==> src/rtl/fm_stream_reader.sv <==
// fm_stream_reader: streams a block of words out of a feature-map RAM with a
// fixed registered read latency, presenting them as a valid/ready stream.
// Outstanding reads are credit-limited against a small output FIFO so that
// consumer stalls never drop data.
// Optional: define FM_STREAM_READER_PERF_EN to add the stall_cycles counter.
module fm_stream_reader #(
   parameter int DATA_WIDTH = 10,
   parameter int ADDR_WIDTH = 10,
   parameter int RD_LATENCY = 2,
   parameter int FIFO_DEPTH = 4
) (
   input  logic                  clk,
   input  logic                  rst_n,
   input  logic                  start,
   input  logic [ADDR_WIDTH-1:0] base_addr,
   input  logic [ADDR_WIDTH:0]   length,
   output logic                  busy,
   output logic                  done,
   output logic [ADDR_WIDTH-1:0] rd_addr,
   input  logic [DATA_WIDTH-1:0] rd_data,
   output logic [DATA_WIDTH-1:0] m_data,
   output logic                  m_valid,
   input  logic                  m_ready,
   output logic                  m_last
`ifdef FM_STREAM_READER_PERF_EN
   ,
   output logic [15:0]           stall_cycles
`endif
);

   localparam int PW = $clog2(FIFO_DEPTH);
   localparam logic [ADDR_WIDTH:0]   CNT_ONE  = 1;
   localparam logic [ADDR_WIDTH-1:0] ADDR_ONE = 1;
   localparam logic [PW-1:0]         PTR_ONE  = 1;
   localparam logic [PW:0]           FULL_CNT = (PW+1)'(FIFO_DEPTH);

   if (FIFO_DEPTH < RD_LATENCY + 2 || (FIFO_DEPTH & (FIFO_DEPTH - 1)) != 0) begin : g_bad_cfg
      $error("fm_stream_reader: FIFO_DEPTH must be a power of 2 and >= RD_LATENCY+2");
   end

   typedef enum logic [1:0] {IDLE, RUN, FLUSH} state_t;

   state_t                state;
   logic [ADDR_WIDTH-1:0] next_addr;
   logic [ADDR_WIDTH:0]   len_q, issued, accepted;
   logic [RD_LATENCY:0]   vld_pipe;
   logic [DATA_WIDTH-1:0] fifo_mem [FIFO_DEPTH];
   logic [PW-1:0]         wr_ptr, rd_ptr;
   logic [PW:0]           fifo_cnt;
   logic                  issue, fifo_wr, fifo_rd;

   // a tag leaving the last pipe stage means rd_data holds that read's word
   assign fifo_wr = vld_pipe[RD_LATENCY];
   assign fifo_rd = m_valid & m_ready;
   assign m_valid = (fifo_cnt != '0);
   assign m_data  = fifo_mem[rd_ptr];
   assign m_last  = m_valid & (accepted == len_q - CNT_ONE);

   // Issue gate: every in-flight tag plus every FIFO entry surviving this
   // cycle's pop, plus the new read, must fit in the FIFO. Crediting the pop
   // is what lets the pipe sustain one word per cycle with a depth of
   // RD_LATENCY+2.
   always_comb begin
      issue = 1'b0;
      if (state == RUN && issued != len_q &&
          ($countones(vld_pipe) + int'(fifo_cnt) + 1 <= FIFO_DEPTH + int'(fifo_rd)))
         issue = 1'b1;
   end

   // Control FSM: launch, issue bookkeeping, completion
   always_ff @(posedge clk or negedge rst_n) begin
      if (!rst_n) begin
         state     <= IDLE;
         busy      <= 1'b0;
         done      <= 1'b0;
         rd_addr   <= '0;
         next_addr <= '0;
         len_q     <= '0;
         issued    <= '0;
         accepted  <= '0;
      end else begin
         done <= 1'b0;
         if (issue) begin
            rd_addr   <= next_addr;
            next_addr <= next_addr + ADDR_ONE;
            issued    <= issued + CNT_ONE;
         end
         if (fifo_rd)
            accepted <= accepted + CNT_ONE;
         case (state)
            IDLE: if (start) begin
               len_q     <= length;
               next_addr <= base_addr;
               issued    <= '0;
               accepted  <= '0;
               if (length == '0) begin
                  done <= 1'b1;
               end else begin
                  state <= RUN;
                  busy  <= 1'b1;
               end
            end
            RUN: if (issue && (issued + CNT_ONE == len_q))
               state <= FLUSH;
            FLUSH: if (fifo_rd && (accepted + CNT_ONE == len_q)) begin
               state <= IDLE;
               busy  <= 1'b0;
               done  <= 1'b1;
            end
            default: state <= IDLE;
         endcase
      end
   end

   // Read-latency tag pipe and output FIFO; storage is cleared so m_data
   // reads zero out of reset
   always_ff @(posedge clk or negedge rst_n) begin
      if (!rst_n) begin
         vld_pipe <= '0;
         wr_ptr   <= '0;
         rd_ptr   <= '0;
         fifo_cnt <= '0;
         for (int i = 0; i < FIFO_DEPTH; i++)
            fifo_mem[i] <= '0;
      end else begin
         vld_pipe <= {vld_pipe[RD_LATENCY-1:0], issue};
         if (fifo_wr) begin
            fifo_mem[wr_ptr] <= rd_data;
            wr_ptr           <= wr_ptr + PTR_ONE;
         end
         if (fifo_rd)
            rd_ptr <= rd_ptr + PTR_ONE;
         case ({fifo_wr, fifo_rd})
            2'b10:   fifo_cnt <= fifo_cnt + 1'b1;
            2'b01:   fifo_cnt <= fifo_cnt - 1'b1;
            default: fifo_cnt <= fifo_cnt;
         endcase
      end
   end

   // the credit gate must make a write into a full FIFO impossible
   a_fifo_no_overflow: assert property (@(posedge clk) disable iff (!rst_n)
      !(fifo_wr && fifo_cnt == FULL_CNT));

`ifdef FM_STREAM_READER_PERF_EN
   // Saturating count of consumer-stall cycles within a transfer
   always_ff @(posedge clk or negedge rst_n) begin
      if (!rst_n)
         stall_cycles <= '0;
      else if (state == IDLE && start)
         stall_cycles <= '0;
      else if (busy && m_valid && !m_ready && stall_cycles != 16'hFFFF)
         stall_cycles <= stall_cycles + 16'd1;
   end
`endif

endmodule

==> config.mk <==
export PLATFORM = sky130hd
export DESIGN_NAME = fm_stream_reader
export DESIGN_NICKNAME = d
export VERILOG_FILES = /design/src/rtl/fm_stream_reader.sv
export SDC_FILE = /design/constraint.sdc
export NUM_CORES = 1
export LEC_CHECK = 0
export ABC_AREA = 1
export CORE_UTILIZATION = 58
export CTS_CLUSTER_SIZE = 24
export DETAILED_ROUTE_END_ITERATION = 12
export GPL_TIMING_DRIVEN = 0
export PLACE_DENSITY_LB_ADDON = 0.2
export SLEW_MARGIN = 0
export SYNTH_ARGS = -nofsm -noshare
export SYNTH_HDL_FRONTEND = slang
export SYNTH_SLANG_ARGS = --single-unit
==> constraint.sdc <==
create_clock -name clk -period 3.7 [get_ports clk]
set_input_delay 0.555 -clock clk [delete_from_list [all_inputs] [get_ports clk]]
set_output_delay 0.555 -clock clk [all_outputs]
set_load 0.03 [all_outputs]
==> reports/metrics.yaml, run 1 <==
outcome:
  outcome: "completed"
timing:
  setup_viol: 0
  finClkSkew_ns: 0.01112
  min_period_ns: 3.485
  finalHoldViolations: 0
  rsz0062_at_grt: "no"
  slew_violations: 0
  fin_tns_setup_ns: 0
  worst_pin_slew_ns: 0.7486
  max-slew-margin-rel_pct: 50.10
  fin_crit_sh_pct: 94.19
  fmax_mhz: 286.9
setup_path:
  start_kind: "flip-flop"
  r2r-start: "vld_pipe[2]"
  cp_max_fo: 6
  worstSetupPathType: "flip-flop to output pin"
  crit_path_end_kind: "output pin"
  required_ns: 3.14
  r2r_end: "next_addr[6]"
  r2r_setup_slack_ns: 0.60
  worstRegToRegCells: 15
  setup.worst_path.start: "len_q[1]"
  arrival_ns: 2.93
cts:
  clock-root-buffer: "clkbuf_8"
  clk_latency_ns: 0.38
  htree_num_levels: 3
  cts_tree: "built"
  cts_num_sinks: 107
  clk_pin_slew_worst_paths_ns: 0.10
  hold_buffers: 0
  post-cts-setup-buffers: 0
  numCtsBuffers: 9
  clockBufferDepth: 2
  cts.repair.resized: 0
route:
  routed_wirelength_mm: 15.58
  ant_nets: 0
  wire_per_inst_um: 15.46
  vias_per_cell: 5.530
  drtIter0Drc: 464
  drc: 0
  num_vias: 5574
  drt_first_pass_iters: 6
logic_synthesis:
  synth-seq-cells: 107
  synth-edff-count: 0
  synth_nets: 851
  netlist_area_mm2: 0.006032
  ys_seq_area_share_pct: 44.39
  synthMuxAreaShare_pct: 0
  avgSynthCellArea_um2: 7.531
  synth_top_family_by_area: "simple AND/OR/NAND/NOR gates"
  async_flop_share_pct: 100.0
  ys_warn_count: 0
  synth_fa_ha_area_share_pct: 3.485
  synth-main-ff-cell: "dfrtp_1"
  synth_xor_area_share_pct: 4.937
  synthSimpleGateAreaFrac_pct: 26.14
  synth-compound-area-share_pct: 13.01
  synth_cell_types: 37
  syn-instance-count: 801
cells_and_area:
  final.fill_count: 800
  final_core_util_pct: 70.61
  finalInstanceArea_mm2: 0.006997
  multi_input_area_mm2: 0.002869
  nNetsFinal: 921
  regArea_mm2: 0.002678
  drive_gt1_share_pct: 4.457
  areaGrowthSynthToFinish_pct: 15.99
  antenna_cells: 0
global_routing:
  grt_antenna_before_repair: 0
  grt_pass1_wl_mm: 25.76
  grt-ovfl-total: 0
  grt_max_degree: 58
  grt_pass1_vias: 5338
  track_usage_pct: 30.23
placement:
  io_buffers: 58
  dp_hpwl_mm: 11.39
  place.gp.congestion: 0.9225
  placed_area_mm2: 0.006804
die:
  rows: 36
  ios: 59
  die-area_mm2: 0.01081
  initial_core_util_pct: 60.87
  die-width_um: 104.0
  fp.dieH_um: 104.0
  core_mm2: 0.009910
worst_hold_path:
  hp-class: "input port to asynchronous set/reset pin"
job:
  drv_cap: 0
per-stage QoR:
stage | std cells | setup slack [ns] | hold WS [ns]
final | 1008 | 0.2149 | 0.2331
after floorplan | 801 | 0.9378 | 0.2594
after global placement | 992 | -1.921 | 0.3625
after global routing | 1008 | 0.04572 | 0.2693
after CTS | 1008 | 0.2370 | 0.2529
after detailed placement | 993 | 0.6179 | 0.3729
state kept, by name (all words and copies together) (netlist names):
register and cells:
wr_ptr 2, next_addr 10, done 1, rd_ptr 2
issued 11, vld_pipe 3, fifo_cnt 3, busy 1
len_q 11, state 2, rd_addr 10, accepted 11
fifo_mem 40
critical path, stage by stage, from the launching register on:
cell and delay [ns]:
dfrtp_1 0.44, inv_1 0.18, ha_1 0.30, nand2_1 0.11, o21ai_0 0.33, o211ai_1 0.14
nor2_1 0.14, nand3_1 0.09, nor2_1 0.13, clkdlybuf4s50_1 0.68
per-layer routing:
layer | wire [um] | vias to the layer above | track usage [%]
li1 | - | 2700 | -
met1 | 6448 | 2593 | 40.94
met2 | 7405 | 255 | 48.33
met3 | 1449 | 26 | 7.143
met4 | 276 | 0 | 9.286
met5 | 0 | - | 0
logic make-up after synthesis:
kind of cell | count (synthesis)
and+or+nand+nor | 384
AOI/OAI and AO/OA | 141
buffers and inverters | 120
DFF | 107
xor gates and xnor gates | 34
adders and majority gates | 15
cell usage in the layout, fill, tap and decap left out, types with 12 or more instances in the layout:
master,Yosys,layout
clkbuf_1,20,21
nand2_1,229,229
nor2_1,79,79
o21ai_0,96,96
ha_1,12,12
inv_1,86,86
xor2_1,23,23
nand3_1,48,48
dfrtp_1,107,107
clkdlybuf4s50_1,0,57
a21oi_1,14,14
layout make-up:
class	count	area share (%)
well taps	133	2.378
multi-input cells	574	41.00
inverters	91	4.918
clock inverters	4	0.7332
plain buffers	29	2.021
repair buffers	59	8.655
flip-flops and latches	107	38.27
clock buffers	11	2.021
worst max path at each step:
stage / end / slack (ns) / depth (start not counted)
floorplan: next_addr[6] / 0.94 / 15
global placement: issued[8] / -1.92 / 1
detailed placement: next_addr[6] / 0.62 / 15
CTS: m_last / 0.24 / 10
global route: m_last / 0.05 / 10
finish: m_last / 0.21 / 9
synthesized netlist by cell type, types with 5 or more instances:
library cell,n,area [um^2]
o21ai_1,6,30.03
nand3_1,48,240.2
buf_2,5,25.02
o22ai_1,10,62.56
nand4_1,9,56.30
nor2_1,79,296.5
nor3_1,9,45.04
inv_1,86,322.8
xnor2_1,11,96.34
xor2_1,23,201.4
a21oi_1,14,70.07
nand2_1,229,859.6
ha_1,12,150.1
o21ai_0,96,480.5
dfrtp_1,107,2678
clkbuf_1,20,75.07
Power of run 1 is left out: the tool's default activity adds up to more than one toggle a clock period on the data nets, which glitch-free logic cannot reach.
==> run 2, diff against run 1 <==
- clock period: 3.7 -> 3.89 ns (I/O delays scaled with it)
==> results of run 2 <==
The final DEF is identical to that of run 1. Status: completed.
Main changes from that run: setup slack after placement 0.6179 ns -> 0.7794 ns; setup slack after layout 0.2149 ns -> 0.3764 ns; hold slack 0.2331 ns -> 0.2616 ns; register-to-register setup slack 0.60 ns -> 0.79 ns
Power of run 2 is left out for the same reason.
==> run 3, diff against run 2 <==
- SLEW_MARGIN: 0 -> 5
==> results of run 3 <==
The final DEF is identical to that of run 1. Status: completed.
Main changes from that run: setup slack after placement 0.6179 ns -> 0.7794 ns; setup slack after layout 0.2149 ns -> 0.3764 ns; hold slack 0.2331 ns -> 0.2616 ns; register-to-register setup slack 0.60 ns -> 0.79 ns
Power of run 3 is left out for the same reason.
